==> src/rtl/bootram_loader_pkg.sv <==
// Shared definitions for the boot RAM byte-stream loader: FSM states,
// the sync marker and the byte offsets of the frame header fields.
package bootram_loader_pkg;

   typedef enum logic [2:0] {
      ST_SYNC,
      ST_ADDR_H,
      ST_ADDR_L,
      ST_LEN_H,
      ST_LEN_L,
      ST_DAT_L,
      ST_DAT_H,
      ST_CSUM
   } state_t;

   localparam logic [7:0] SYNC_BYTE = 8'hA5;

   // Byte positions within a frame, counted from the sync byte.
   localparam int OFS_SYNC   = 0;
   localparam int OFS_ADDR_H = 1;
   localparam int OFS_ADDR_L = 2;
   localparam int OFS_LEN_H  = 3;
   localparam int OFS_LEN_L  = 4;
   localparam int OFS_DATA   = 5;

endpackage

==> src/rtl/bootram_csum.sv <==
// 8-bit modulo-256 running sum with synchronous clear and add enable.
module bootram_csum (
   input  logic       clk,
   input  logic       reset_n,
   input  logic       clear,
   input  logic       add,
   input  logic [7:0] din,
   output logic [7:0] sum
);

   always_ff @(posedge clk) begin
      if (!reset_n) begin
         sum <= 8'h00;
      end else if (clear) begin
         sum <= 8'h00;
      end else if (add) begin
         sum <= sum + din;
      end
   end

endmodule

==> src/rtl/bootram_loader.sv <==
// Byte-stream frame parser that writes 16-bit words into a boot RAM and
// reports frame completion with a checksum verdict.
module bootram_loader
   import bootram_loader_pkg::*;
#(
   parameter int ADDR = 13,
   parameter int DATA = 16
) (
   input  logic            clk,
   input  logic            reset_n,
   input  logic [7:0]      in_data,
   input  logic            in_valid,
   output logic            in_ready,
   output logic            mem_we,
   output logic [ADDR-1:0] mem_addr,
   output logic [DATA-1:0] mem_write,
   output logic            busy,
   output logic            done,
   output logic            err,
   output logic [15:0]     word_cnt
);

   state_t          state_reg;
   logic [ADDR-9:0] addr_h_reg;
   logic [ADDR-1:0] addr_reg;
   logic [7:0]      len_h_reg;
   logic [15:0]     remaining_reg;
   logic [7:0]      dat_l_reg;
   logic [7:0]      csum_sum;
   logic [7:0]      csum_final;
   logic            accept;
   logic            sync_hit;

   // The only stall is the one cycle in which the frame verdict is shown.
   assign in_ready   = ~(done | err);
   assign busy       = (state_reg != ST_SYNC);
   assign accept     = in_valid & in_ready;
   assign sync_hit   = accept && (state_reg == ST_SYNC) && (in_data == SYNC_BYTE);
   assign csum_final = csum_sum + in_data;

   bootram_csum u_csum (
      .clk     (clk),
      .reset_n (reset_n),
      .clear   (sync_hit),
      .add     (accept && (state_reg != ST_SYNC)),
      .din     (in_data),
      .sum     (csum_sum)
   );

   always_ff @(posedge clk) begin
      if (!reset_n) begin
         state_reg     <= ST_SYNC;
         addr_h_reg    <= '0;
         addr_reg      <= '0;
         len_h_reg     <= 8'h00;
         remaining_reg <= 16'h0000;
         dat_l_reg     <= 8'h00;
         mem_we        <= 1'b0;
         mem_addr      <= '0;
         mem_write     <= '0;
         done          <= 1'b0;
         err           <= 1'b0;
         word_cnt      <= 16'h0000;
      end else begin
         mem_we <= 1'b0;
         done   <= 1'b0;
         err    <= 1'b0;
         if (accept) begin
            case (state_reg)
               ST_SYNC: begin
                  if (in_data == SYNC_BYTE) begin
                     state_reg <= ST_ADDR_H;
                     word_cnt  <= 16'h0000;
                  end
               end
               ST_ADDR_H: begin
                  addr_h_reg <= in_data[ADDR-9:0];
                  state_reg  <= ST_ADDR_L;
               end
               ST_ADDR_L: begin
                  addr_reg  <= {addr_h_reg, in_data};
                  state_reg <= ST_LEN_H;
               end
               ST_LEN_H: begin
                  len_h_reg <= in_data;
                  state_reg <= ST_LEN_L;
               end
               ST_LEN_L: begin
                  remaining_reg <= {len_h_reg, in_data};
                  state_reg     <= ({len_h_reg, in_data} == 16'h0000) ? ST_CSUM : ST_DAT_L;
               end
               ST_DAT_L: begin
                  dat_l_reg <= in_data;
                  state_reg <= ST_DAT_H;
               end
               ST_DAT_H: begin
                  mem_we        <= 1'b1;
                  mem_addr      <= addr_reg;
                  mem_write     <= DATA'({in_data, dat_l_reg});
                  addr_reg      <= addr_reg + ADDR'(1);
                  word_cnt      <= word_cnt + 16'd1;
                  remaining_reg <= remaining_reg - 16'd1;
                  state_reg     <= (remaining_reg == 16'd1) ? ST_CSUM : ST_DAT_L;
               end
               ST_CSUM: begin
                  done      <= (csum_final == 8'h00);
                  err       <= (csum_final != 8'h00);
                  state_reg <= ST_SYNC;
               end
               default: state_reg <= ST_SYNC;
            endcase
         end
      end
   end

endmodule

==> config.mk <==
export PLATFORM = sky130hd
export DESIGN_NAME = bootram_loader
export DESIGN_NICKNAME = d
export VERILOG_FILES = /design/src/rtl/bootram_loader_pkg.sv /design/src/rtl/bootram_csum.sv /design/src/rtl/bootram_loader.sv
export SDC_FILE = /design/constraint.sdc
export NUM_CORES = 1
export LEC_CHECK = 0
export ABC_AREA = 0
export CORE_MARGIN = 10
export CORE_UTILIZATION = 56
export CTS_CLUSTER_DIAMETER = 150
export DETAILED_ROUTE_END_ITERATION = 12
export PLACE_DENSITY = 0.82
export SYNTH_ARGS = -nofsm -noshare
export SYNTH_HDL_FRONTEND = slang
export SYNTH_SLANG_ARGS = --single-unit
==> constraint.sdc <==
create_clock -name clk -period 2.51 [get_ports clk]
set_clock_uncertainty 0.15 [all_clocks]
set_input_delay 0.251 -clock clk [delete_from_list [all_inputs] [get_ports clk]]
set_output_delay 0.251 -clock clk [all_outputs]
set_load 0.01 [all_outputs]
==> results.cfg <==
[status]
status = finished, final reports clean

[sta]
slew_viol_final = 0
setup_viol = 0
timing.final.crit_period_ns = 2.321
max_freq_mhz = 430.9
slew_headroom_pct = 58.67
hold_viol = 0
worst_hold_slack_ns = 0.3029
tightest_slew_ns = 0.6190
rsz0062_at_grt = false
fin_crit_sh_pct = 92.46

[final_layout]
nets = 749
fin_area_um2 = 6529
layout-drive-gt1-share_pct = 12.18
area_delta_synth_final_pct = 22.83

[route]
drt-initial-drc-count = 397
final_antenna_net_count = 0
firstDrtPassIters = 5
drt-met1-wl_mm = 6.176
wl_per_cell_um = 16.24
remaining_drc_errors = 0
highest_layer = met4
finalWirelength_mm = 13.99
vias_per_cell = 5.864
route.vias.total = 5049
dr_wl_met2_mm = 6.722
wl_met3_um = 827

[critical_path]
max_stage_delay_ns = 0.72
required_ns = 2.11
start_kind = flop
worstSetupEndpointType = output port
critPathArrivalTime_ns = 1.92
crit_path_top_delay_cell = dfxtp_1
crit_family = flip-flops
path_cells = nor3_4 -> inv_1 -> clkdlybuf4s50_1
cp_max_fo = 15
crit_type = reg -> out
critPathBufInv = 2

[logic_synthesis]
postSynthAreaPerCell_um2 = 8.202
synth-seq-cells = 109
synthFlopType = dfxtp_1
postSynthCellCount = 648
synth_warnings = 0
async_reset_ff_share_pct = 0
synth_edf_count = 0
synth_cell_types = 65
postSynthNetCount = 671
seq_area_frac_synth_pct = 41.05
netlist_area_um2 = 5315

[global_route]
grt_max_degree = 35
grt_antenna_before_repair = 1
grt_first_pass_wirelength_mm = 23.24
grt_pass1_vias = 4772
grt_usage_pct = 19.31
overflow = 0

[clocking]
postCtsSetupRepairBufs = 0
cts_buffer_depth = 2
root_buffer = clkbuf_8
cts_buffers = 9
cts.sinks = 109
clk_pin_slew_ns = 0.12
cts_tree = done
htreeDepth = 3
clk_latency_ns = 0.37

[placement]
port_buffers = 60
placed_area_um2 = 6269
gp_congestion = 0.8939
dp_hpwl_mm = 9.913

[floorplanning]
die_h_um = 117.4
chipWidth_um = 117.4
core-area_um2 = 9240
rows = 35
io_pins = 61
fp.dieArea_um2 = 13790
initial_core_util_pct = 57.52

[power_and_ir_drop]
p_int_mw = 2.392
pwr_density_cell_nw_per_um2 = 503.3
switchingPower_mw = 0.8942
leakagePower_nw = 2.435
ir_worst_vdd_v = 0.0003947
switching_share_pct = 27.21
seqPwrFrac_pct = 54.0
clock_power_share_pct = 36.1
pwr-share-comb_pct = 9.9

[hold_path]
hold_class = reg -> reg

[run]
maxCapViolCount = 0
## final timing paths
check	startpoint	to	slack, ns	cells past startpoint
max	state_reg[2]$_SDFFE_PN0P_	busy	0.19	3
min	dat_l_reg[3]$_SDFFE_PN0P_	mem_write[3]$_SDFFE_PN0P_	0.30	2
max reg2reg	u_csum.sum[0]$_SDFFE_PP0P_	done$_SDFF_PN0_	0.26	8
min reg2reg	dat_l_reg[3]$_SDFFE_PN0P_	mem_write[3]$_SDFFE_PN0P_	0.30	2
## layout make-up
type	count	area (µm²)
Antenna cell	1	2.502
Clock buffer	9	123.9
Clock inverter	7	105.1
Fill cell	728	2711
Inverter	18	67.56
Multi-Input combinational cell	482	2915
Sequential cell	109	2182
Tap cell	129	161.4
Timing Repair Buffer	106	970.9
## per-layer routing
layer  up-vias  global-route usage, %
met4         0                  6.651
met2       176                  31.50
met3        30                  3.405
li1       2460                      -
met5         -                      0
met1      2383                  24.96
## placed cells by master (no fill, tap or decap), drive strengths merged, types with 5 or more instances in the layout
| master | Yosys | final |
|---|---|---|
| a211oi | 9 | 9 |
| a21oi | 66 | 66 |
| a31oi | 7 | 7 |
| and4 | 5 | 5 |
| buf | 20 | 46 |
| clkbuf | 19 | 9 |
| clkdlybuf4s50 | 0 | 60 |
| dfxtp | 109 | 109 |
| ha | 11 | 11 |
| inv | 18 | 21 |
| mux2i | 26 | 26 |
| nand2 | 101 | 101 |
| nand2b | 5 | 5 |
| nand3 | 15 | 15 |
| nand4 | 6 | 6 |
| nor2 | 80 | 80 |
| nor3 | 16 | 16 |
| nor3b | 5 | 5 |
| nor4 | 14 | 14 |
| o21ai | 21 | 21 |
| o22ai | 5 | 5 |
| o31ai | 10 | 10 |
| or4 | 5 | 5 |
| xnor2 | 14 | 14 |
## synthesized netlist by cell type, types with 6 or more instances
cell        n  area share (%)
dfxtp_1   109              41
nand2_1   101             7.1
nor2_1     77             5.4
a21oi_1    66             6.2
mux2i_1    26             4.9
o21ai_0    20             1.9
clkbuf_1   19             1.3
inv_1      18             1.3
buf_2      16             1.5
nand3_1    15             1.4
nor3_1     14             1.3
xnor2_1    14             2.3
ha_1       11             2.6
o31ai_1    10             1.4
a211oi_1    9             1.3
nor4_1      7            0.82
a31oi_1     6            0.71
nand4_1     6            0.71
## what timing repair did
item	4_1_cts	5_1_grt
resized for setup	0	5
hold endpoints to repair	0	0
hold buffers	0	0
setup endpoints to repair	0	2
## worst reg2reg max path, delay by kind of cell (launching register included)
kind	cells	cell delay, ns
adder cells (fa/ha/maj)	2	0.53
multiplexers	1	0.13
buffers and inverters	1	0.06
XOR/XNOR	1	0.17
AND/OR/NAND/NOR	3	0.81
flip-flops	1	0.35
## cell families after synthesis
family	synth area share, %
compound gates	18.15
xor+xnor	2.637
fa+ha+maj	2.966
buf+inv	4.685
flops	41.05
mux	4.896
simple gates	25.61
## power groups by stage
stage | clock network [mW] | logic [mW] | registers, mW
after global placement | 0 | 0.297 | 1.81
final | 1.18 | 0.326 | 1.78
after detailed placement | 0 | 0.305 | 1.81
after global routing | 1.27 | 0.355 | 1.78
after floorplan | 0 | 0.186 | 1.80
after CTS | 1.20 | 0.309 | 1.77
## stage by stage
step / setup slack (ns) / total power [mW] / cells / utilization [%] / TNS (ns)
floorplan: 0.4270 / 1.990 / 648 / - / 0
global placement: -0.1102 / 2.109 / 844 / 67.84 / -0.2631
detailed placement: -0.1597 / 2.118 / 844 / 67.84 / -0.5093
CTS: 0.1171 / 3.280 / 860 / 70.32 / 0
global route: 0.06037 / 3.403 / 861 / 70.66 / 0
finish: 0.1893 / 3.286 / 861 / 70.66 / 0
Note: power is estimated with default switching activity, not from simulation.
